===== config.mk =====
export PLATFORM = sky130hd
export DESIGN_NAME = arm_imm_encoder
export DESIGN_NICKNAME = d
export VERILOG_FILES = /design/src/rtl/arm_imm_encoder.sv
export SDC_FILE = /design/constraint.sdc
export NUM_CORES = 1
export LEC_CHECK = 0
export CAP_MARGIN = 20
export CORE_ASPECT_RATIO = 1.1
export CORE_MARGIN = 2
export CORE_UTILIZATION = 30
export CTS_BUF_LIST = sky130_fd_sc_hd__clkbuf_8
export DETAILED_ROUTE_END_ITERATION = 10
export PLACE_DENSITY = 0.51
export SLEW_MARGIN = 40
export SYNTH_ARGS = -nofsm -noshare
export SYNTH_HDL_FRONTEND = slang
export SYNTH_SLANG_ARGS = --single-unit

===== constraint.sdc =====
create_clock -name clk -period 6.12 [get_ports clk]
set_input_delay 1.224 -clock clk [delete_from_list [all_inputs] [get_ports clk]]
set_output_delay 1.224 -clock clk [all_outputs]
set_load 0.1 [all_outputs]

===== src/rtl/arm_imm_encoder.sv =====
// arm_imm_encoder
// ---------------------------------------------------------------------------
// Iterative encoder that turns a 32-bit constant into the 12-bit ARM
// data-processing immediate {rotate_imm[3:0], immed_8[7:0]}, i.e. the inverse
// of value = ROR({24'b0, immed_8}, 2*rotate_imm). One rotation is tried per
// cycle. A direct encoding at any rotation beats an encoding of ~value, which
// is reported through `inverted` so the caller can substitute MVN for MOV.
//
// Ports
//   clk           rising-edge clock
//   rst           synchronous active-high reset
//   start         request, only honoured while idle
//   value         constant to encode, captured when start is accepted
//   busy          search in progress
//   done          one-cycle pulse, results valid from this cycle
//   found         an encoding (direct or inverted) exists
//   inverted      the encoding is for ~value
//   shift_operand {rotate_imm, immed_8}; 12'h000 when nothing was found
// ---------------------------------------------------------------------------
module arm_imm_encoder (
    input  logic        clk,
    input  logic        rst,
    input  logic        start,
    input  logic [31:0] value,
    output logic        busy,
    output logic        done,
    output logic        found,
    output logic        inverted,
    output logic [11:0] shift_operand
);

    // IDLE -> LOAD (accept cycle, busy still low) -> SEARCH (one rotation per cycle)
    typedef enum logic [1:0] {
        ST_IDLE   = 2'd0,
        ST_LOAD   = 2'd1,
        ST_SEARCH = 2'd2
    } state_t;

    state_t      state_r;
    state_t      state_nxt_s;

    logic [31:0] value_r;
    logic [3:0]  rot_r;
    logic        cand_valid_r;
    logic [11:0] cand_r;

    logic        busy_r;
    logic        done_r;
    logic        found_r;
    logic        inverted_r;
    logic [11:0] shift_operand_r;

    logic [4:0]  rot_amt_s;
    logic [31:0] direct_rot_s;
    logic [31:0] inv_rot_s;
    logic        direct_hit_s;
    logic        inv_hit_s;
    logic        finish_s;
    logic        cand_store_s;
    logic        found_nxt_s;
    logic        inverted_nxt_s;
    logic [11:0] shift_operand_nxt_s;

    // Rotate-left of a 32-bit word; the upper half of the doubled word
    // shifted left is exactly the rotated value, including amt = 0.
    function automatic logic [31:0] rol32(input logic [31:0] v, input logic [4:0] amt);
        logic [63:0] dbl;
        dbl = {v, v} << amt;
        return dbl[63:32];
    endfunction

    // Undoing ROR by 2r is ROL by 2r: a hit means only the low byte survives.
    assign rot_amt_s    = {rot_r, 1'b0};
    assign direct_rot_s = rol32(value_r, rot_amt_s);
    assign inv_rot_s    = rol32(~value_r, rot_amt_s);
    assign direct_hit_s = (direct_rot_s[31:8] == 24'd0);
    assign inv_hit_s    = (inv_rot_s[31:8] == 24'd0);

    // State register
    always_ff @(posedge clk) begin
        if (rst) begin
            state_r <= ST_IDLE;
        end else begin
            state_r <= state_nxt_s;
        end
    end

    // Next-state logic
    always_comb begin
        state_nxt_s = state_r;
        case (state_r)
            ST_IDLE: begin
                if (start) begin
                    state_nxt_s = ST_LOAD;
                end else begin
                    state_nxt_s = ST_IDLE;
                end
            end
            ST_LOAD: begin
                state_nxt_s = ST_SEARCH;
            end
            ST_SEARCH: begin
                if (direct_hit_s || (rot_r == 4'd15)) begin
                    state_nxt_s = ST_IDLE;
                end else begin
                    state_nxt_s = ST_SEARCH;
                end
            end
            default: begin
                state_nxt_s = ST_IDLE;
            end
        endcase
    end

    // Output decision: result to publish when the search finishes, and
    // whether the current rotation becomes the stored inverted candidate.
    always_comb begin
        finish_s            = 1'b0;
        cand_store_s        = 1'b0;
        found_nxt_s         = 1'b0;
        inverted_nxt_s      = 1'b0;
        shift_operand_nxt_s = 12'h000;
        if (state_r == ST_SEARCH) begin
            finish_s     = direct_hit_s || (rot_r == 4'd15);
            cand_store_s = !direct_hit_s && inv_hit_s && !cand_valid_r;
            if (direct_hit_s) begin
                found_nxt_s         = 1'b1;
                inverted_nxt_s      = 1'b0;
                shift_operand_nxt_s = {rot_r, direct_rot_s[7:0]};
            end else if (cand_valid_r) begin
                found_nxt_s         = 1'b1;
                inverted_nxt_s      = 1'b1;
                shift_operand_nxt_s = cand_r;
            end else if (inv_hit_s) begin
                // First inverted hit can land on r = 15 itself.
                found_nxt_s         = 1'b1;
                inverted_nxt_s      = 1'b1;
                shift_operand_nxt_s = {rot_r, inv_rot_s[7:0]};
            end else begin
                found_nxt_s         = 1'b0;
                inverted_nxt_s      = 1'b0;
                shift_operand_nxt_s = 12'h000;
            end
        end else begin
            finish_s     = 1'b0;
            cand_store_s = 1'b0;
        end
    end

    // Search datapath: operand capture, rotation counter, inverted candidate
    always_ff @(posedge clk) begin
        if (rst) begin
            value_r      <= 32'd0;
            rot_r        <= 4'd0;
            cand_valid_r <= 1'b0;
            cand_r       <= 12'h000;
        end else begin
            case (state_r)
                ST_IDLE: begin
                    if (start) begin
                        value_r      <= value;
                        rot_r        <= 4'd0;
                        cand_valid_r <= 1'b0;
                        cand_r       <= 12'h000;
                    end else begin
                        rot_r        <= 4'd0;
                    end
                end
                ST_LOAD: begin
                    rot_r <= 4'd0;
                end
                ST_SEARCH: begin
                    if (cand_store_s) begin
                        cand_valid_r <= 1'b1;
                        cand_r       <= {rot_r, inv_rot_s[7:0]};
                    end else begin
                        cand_valid_r <= cand_valid_r;
                    end
                    if (finish_s) begin
                        rot_r <= 4'd0;
                    end else begin
                        rot_r <= rot_r + 4'd1;
                    end
                end
                default: begin
                    rot_r <= 4'd0;
                end
            endcase
        end
    end

    // Registered outputs; results only move on the edge that raises done
    always_ff @(posedge clk) begin
        if (rst) begin
            busy_r          <= 1'b0;
            done_r          <= 1'b0;
            found_r         <= 1'b0;
            inverted_r      <= 1'b0;
            shift_operand_r <= 12'h000;
        end else begin
            busy_r <= (state_nxt_s == ST_SEARCH);
            done_r <= finish_s;
            if (finish_s) begin
                found_r         <= found_nxt_s;
                inverted_r      <= inverted_nxt_s;
                shift_operand_r <= shift_operand_nxt_s;
            end else begin
                found_r         <= found_r;
                inverted_r      <= inverted_r;
                shift_operand_r <= shift_operand_r;
            end
        end
    end

    assign busy          = busy_r;
    assign done          = done_r;
    assign found         = found_r;
    assign inverted      = inverted_r;
    assign shift_operand = shift_operand_r;

endmodule


; Word-level counts from Yosys, hierarchy flattened
; Cells that the tools add are included.
[op_classes]
n_shift = 2
muxes = 21
n_eq_ne = 6
addsub = 1
reduce_logical = 12
bitwise_logic = 2
[op_table]
columns = op, count
row1 = $shl A64 B5 Y64, 2
row2 = $mux W12, 6
row3 = $logic_not A24 Y1, 2
row4 = $not A32 Y32, 1
row5 = $pmux W12 S2, 1
row6 = $mux W1, 11
row7 = $pmux W2 S3, 1
row8 = $add A4 B1 Y4 const B, 1
row9 = $eq A2 B2 Y1 const B, 2
row10 = $eq A4 B4 Y1 const B, 1
row11 = $ne A2 B2 Y1 const B, 2
row12 = $reduce_and A3 Y1, 1
row13 = $reduce_or A3 Y1, 1
row14 = $eq A2 B1 Y1 const B, 1
row15 = $logic_and A1 B1 Y1, 2
row16 = $logic_not A1 Y1, 2
row17 = $logic_not A2 Y1, 1
row18 = $mux W2, 1
row19 = $pmux W1 S2, 1
row20 = $reduce_and A2 Y1, 1
row21 = $reduce_bool A2 Y1, 1
row22 = $logic_or A1 B1 Y1, 1
row23 = $not A1 Y1, 1
[word_totals]
regBits = 67
elab_cells = 54
out_inout_bits = 16
in_bits = 35

; Depth between registers and ports, before layout
[logic_depth]
depth_word = 8
mapped_depth = 12
mapped_depth_nobuf = 7

; Worst setup path after synthesis
; Ideal clock, no wire load.
[synth_timing]
kind = register to register
from = register rot_r[1]
to = register cand_r[1]
path_stages_with_launch = 13
n_path_buf = 5
setup_ns = 0.116
path_slack_ns = 3.275
arrival_time_ns = 2.729
period_less_slack_ns = 2.845
required_time_ns = 6.004
cell_sequence = dfxtp_1 buf_2 buf_6 buf_6 buf_2 mux4_2 a22oi_1 nand3_1 a211oi_1 o211ai_2 and3_4 buf_4 a31o_2
[synth_via]
elab_chain_cells = 8
elab_cells_between_ends = 12
classes_between = eq/ne: 1 / shift: 2 / mux: 3 / reduce/logical: 6
[synth_lines]
columns = item, line_no
row1 = start: declaration, 43  ; logic [3:0] rot_r;
row2 = start signal: assignment, 182  ; rot_r <= rot_r + 4'd1;
row3 = $shl A64 B5 Y64, 68  ; dbl = {v, v} << amt;
row4 = $logic_not A24 Y1, 76  ; assign direct_hit_s = (direct_rot_s[31:8] == 24'd0);
row5 = $logic_not A1 Y1, 125  ; cand_store_s = !direct_hit_s && inv_hit_s && !cand_valid_r;
row6 = $logic_and A1 B1 Y1 (2 in series), 125
row7 = $mux W1, 123  ; if (state_r == ST_SEARCH) begin
row8 = $ne A2 B2 Y1 (no source line), -
row9 = $reduce_and A3 Y1 (no source line), -
row10 = end signal: assignment, 175  ; cand_r <= {rot_r, inv_rot_s[7:0]};
row11 = end: declaration, 45  ; logic [11:0] cand_r;
; Parallel ways exist; a longest one is shown, timed or not. The select of a mux whose other input is x is not followed.
; A chain may end at the register's enable or synchronous reset.

; Worst setup path in the final report
[layout_timing]
from = register rot_r[1]
to = register cand_r[10]
[layout_via]
elab_chain_cells = 8
elab_cells_between_ends = 10
classes_between = eq/ne: 1 / shift: 2 / mux: 1 / reduce/logical: 6
[layout_lines]
columns = item, line_no
row1 = $shl A64 B5 Y64, 68
row2 = $logic_not A24 Y1, 76
row3 = $logic_not A1 Y1, 125
row4 = $logic_and A1 B1 Y1 * (2 in series), 125
row5 = $mux W1 *, 123
row6 = $ne A2 B2 Y1 (no source line) *, -
row7 = $reduce_and A3 Y1 (no source line) *, -
; Mark *: on every way between the ends. The rest lies on a longest branch, timed or not.

==> reports/results.env <==
INITIAL_CORE_UTIL=0.305
PLACEDCELLCOUNT=690
GR-TOTAL-OVERFLOW=0
CTS_ROOT_BUFFER='sky130_fd_sc_hd__clkbuf_8'
FINISH.UTILIZATION=0.358
SYNTH-MAIN-FF-CELL='sky130_fd_sc_hd__dfxtp_1'
HOLDWS_PS=462
CLK_TRANSITION_REPORTED_PATHS_PS=80
PATH_DELAY_FAMILY='simple AND/OR/NAND/NOR gates'
COREAREA_UM2=15000
POWERDENSITY_nW_PER_UM2=213
FINALHOLDVIOLATIONS=0
FINALWORSTPATHREQUIREDPERIOD_PS=3530
YOSYS.AREA.TOP_TYPE='sky130_fd_sc_hd__dfxtp_1'
WORST_HOLD_PATH_TYPE='reg2reg'
FINAL_GP_CONGESTION=0.877
LAYOUTNONFILLERINSTCOUNT=706
HTREE_LEVELS=3
REQUIRED_PS=6380
CELLS_TRAVERSED_ALONG_THE_WORST_TIMING_PATH='buf_4 > mux4_2 > mux2i_1 > nand4_1 > nor4_2 > o211ai_4 > and3_4 > a31o_2'
WORST_SETUP_SP='rot_r[1]'
RUN_STATUS='finished clean'
POSTCTSSETUPBUFFERS=0
AVGROUTEDWIREPERCELL_UM=17.2
MAXCLOCKFREQUENCY_GHz=0.284
CRITPATHBUFINV=1
WORSTSKEWPAIRLATENCY_PS=370
WORST_SETUP_PATH_END_KIND='flop'
PLACED_STANDARD_CELL_AREA_UM2=5100
SYNTH.CELL_AREA_UM2=4580
VIA_COUNT_OF_THE_FIRST_GLOBAL_ROUTING_PASS=3758
INITIALDRTVIOLATIONCOUNT=383
SYN-NUM-NETS=517
VIAS_PER_CELL=5.66
ROUTED_WL_UM=12200
FINALCRITPERIODSHARE=0.576
CRITICAL_PATH.MAX_FANOUT=41
GRT_SETUP_UNREPAIRED='no'
PORTBUFFERS=50
DETAIL_ROUTE.DRC_VIOLATIONS=0
DETAILED_ROUTE_VIA_COUNT=3999
SYNTH_EDF_COUNT=0
HOLD_PATH_DEPTH=2
YS_SEQ_AREA_FRAC=0.293
N_ANTENNA_CELL=0
VDD_DROP_MAX_V=0.000138
TIMING.CRITICAL_PATH.SLOWEST_STAGE_CELL='sky130_fd_sc_hd__dfxtp_4'
FP.DIEW_UM=122
MAXCAPVIOLATIONS=0
TIMING.SETUP.TNS_PS=0
YOSYS-TOP-CELLS-AREA='sky130_fd_sc_hd__dfxtp_1 29%, sky130_fd_sc_hd__mux4_2 24%, sky130_fd_sc_hd__nand2_1 7.2%'
TRITONCTS_CLOCK_TREE='yes'
TRITONCTS_BUFFERS=9
CRIT-REG2REG-LAUNCH='rot_r[1]'
TIMING.REG2REG.WORST_PATH_DEPTH=8
DATA_ARRIVAL_TIME_AT_THE_WORST_SLACK_ENDPOINT_PS=3790
DIE_HEIGHT_UM=134
FINAL-SEQ-AREA_UM2=1350
YS_SEQ_ELEMENTS=67
FINAL_CELL_AREA_UM2=5360
SYNTH_AREA_PER_CELL_UM2=9.52
FP.DIEAREA_UM2=16300
FILL_CELLS=1573
YOSYSUNIQUECELLTYPES=48
MAX-SLEW-MARGIN-REL=0.475
BUFFER_DEPTH_OF_THE_LONGEST_CLOCK_PATH=2
GLOBAL_ROUTE_WIRE_LENGTH_BEFORE_REPAIR_UM=19700
CRIT_CELLS=8
TYPE_OF_THE_WORST_SETUP_PATH='reg2reg'
SYNTH.YOSYS.WARNINGS=0
GRT_UTIL_ALL_LAYERS=0.154
CTS.HOLD.BUFFERS_ADDED=0
IOPINCOUNT=51
MAX_STAGE_DELAY_PS=730
MULTI_INPUT_COMB_AREA_UM2=2990
WORSTHOLDENDPOINT='inverted'
SYN_TO_FINAL_GROWTH_PCT=17.2
P_LEAK_uW=0.00173
TIGHTEST_SLEW_PS=783
DRTANTENNAVIOLNETS=0
GRT_START_MAX_NET_PINS=46
SETUP-VIOLATIONS-FINAL=0
FINAL-MAX-SLEW-VIOLATION-COUNT=0
HOLD_PATH_STARTPOINT='inverted'
CLKSINKCOUNT=67
DRT-PASS1-ITER-COUNT=5
REGTOREGSETUPSLACK_PS=2590
HPWL_UM=8690
DESIGN.FINAL.NETS=541
SYNTHCELLS=481
WORST_R2R_ENDPOINT='cand_r[10]'
FINALCLOCKSKEW_PS=10.2
CTS_REPAIR_RESIZE_COUNT=0
NUMBER_OF_ANTENNA_VIOLATIONS_AT_THE_FIRST_CHECK_IN_GLOBAL_ROUTING=0
DRIVE_GT1_FRAC=0.220
SYNTH_TOP_AREA_FRAC=0.293
SYNTH_ASYNC_SR_FLOP_SHARE=0
CRITICAL_PATH.STARTPOINT_TYPE='flop'
ROW_COUNT=47
per-stage QoR:
| step | setup WS [ps] | power [uW] |
|---|---|---|
| CTS | 2590 | 1150 |
| global placement | 2110 | 672 |
| floorplan | 3280 | 611 |
| global route | 2360 | 1190 |
| finish | 2590 | 1140 |
| detailed placement | 2600 | 675 |
worst max path at each step:
stage,end
after global routing,cand_r[9]
final,cand_r[10]
after floorplan,cand_r[1]
after CTS,cand_r[9]
after global placement,cand_r[9]
after detailed placement,cand_r[9]
synthesized netlist by cell type (7+ instances only):
| cell | number |
|---|---|
| sky130_fd_sc_hd__nand3_1 | 28 |
| sky130_fd_sc_hd__or3_1 | 8 |
| sky130_fd_sc_hd__o211ai_1 | 9 |
| sky130_fd_sc_hd__mux2_2 | 8 |
| sky130_fd_sc_hd__mux4_2 | 48 |
| sky130_fd_sc_hd__o21ai_0 | 12 |
| sky130_fd_sc_hd__clkbuf_1 | 23 |
| sky130_fd_sc_hd__a21oi_1 | 39 |
| sky130_fd_sc_hd__buf_2 | 10 |
| sky130_fd_sc_hd__a31o_1 | 7 |
| sky130_fd_sc_hd__nand2_1 | 88 |
| sky130_fd_sc_hd__nor2_1 | 11 |
| sky130_fd_sc_hd__dfxtp_1 | 67 |
| sky130_fd_sc_hd__a22oi_1 | 11 |
| sky130_fd_sc_hd__a31oi_1 | 13 |
| sky130_fd_sc_hd__mux2i_1 | 26 |
routing by layer:
metal	part of all wire	vias up	GRT usage
met5	0	-	0
met4	0.018	0	0.0575
met3	0.053	16	0.0334
met2	0.50	128	0.249
met1	0.43	1973	0.201
li1	-	1882	-
area by class of cell:
type,instances,share of cell area
Sequential cell,67,0.252
Clock buffer,12,0.0308
Multi-Input combinational cell,362,0.558
Clock inverter,4,0.0177
Tap cell,196,0.0457
Timing Repair Buffer,59,0.0910
Inverter,6,0.00420
logic make-up (layout without fill, tap and decap cells):
kind of cell	Yosys count	in the layout	synth area share
XOR/XNOR	2	2	0.00383
buffers and inverters	52	81	0.0569
AO/OA/AOI/OAI	109	109	0.154
flip-flops	67	67	0.293
adder cells (fa/ha/maj)	1	1	0.00273
multiplexers	82	82	0.313
AND/OR/NAND/NOR	168	168	0.176
worst register-to-register path, delay by kind of cell, from the launching register on:
| family | cells | cell delay, ps |
|---|---|---|
| and+or+nand+nor | 3 | 1040 |
| DFF | 1 | 730 |
| muxes | 2 | 710 |
| AOI/OAI and AO/OA | 2 | 640 |
| buffers and inverters | 1 | 300 |
power by group:
part	switching [uW]	total, uW	internal [uW]
Combinational	96.9	180	83.3
Sequential	34.0	486	452
Clock	173	477	303
Total	304	1140	838
registers in the layout, indices dropped and copies added, names as in the netlist:
signal,cells
busy,1
found,1
state_r,2
rot_r,4
cand_valid_r,1
value_r,32
inverted,1
shift_operand,12
cand_r,12
done,1
layout by cell type (no fill, tap or decap), drive strengths merged, types with 2 or more instances in the layout:
master | synthesis | final
mux2 | 8 | 8
nor3b | 2 | 2
a221oi | 3 | 3
clkinv | 1 | 3
clkbuf | 23 | 12
or3 | 8 | 8
a31oi | 13 | 13
a22oi | 11 | 11
a21oi | 39 | 39
nor3 | 5 | 5
clkdlybuf4s50 | 0 | 34
buf | 23 | 25
mux2i | 26 | 26
nand3 | 28 | 28
nor2 | 11 | 11
o21ai | 13 | 13
mux4 | 48 | 48
o211a | 2 | 2
dfxtp | 67 | 67
nand2 | 88 | 88
nand2b | 3 | 3
nand4 | 6 | 6
nor4 | 7 | 7
o2111ai | 2 | 2
a31o | 12 | 12
bufinv | 0 | 3
o211ai | 10 | 10
inv | 5 | 4
nor2b | 3 | 3
and3 | 2 | 2
o21a | 2 | 2
No activity file was read; power rests on OpenSTA's default activity.
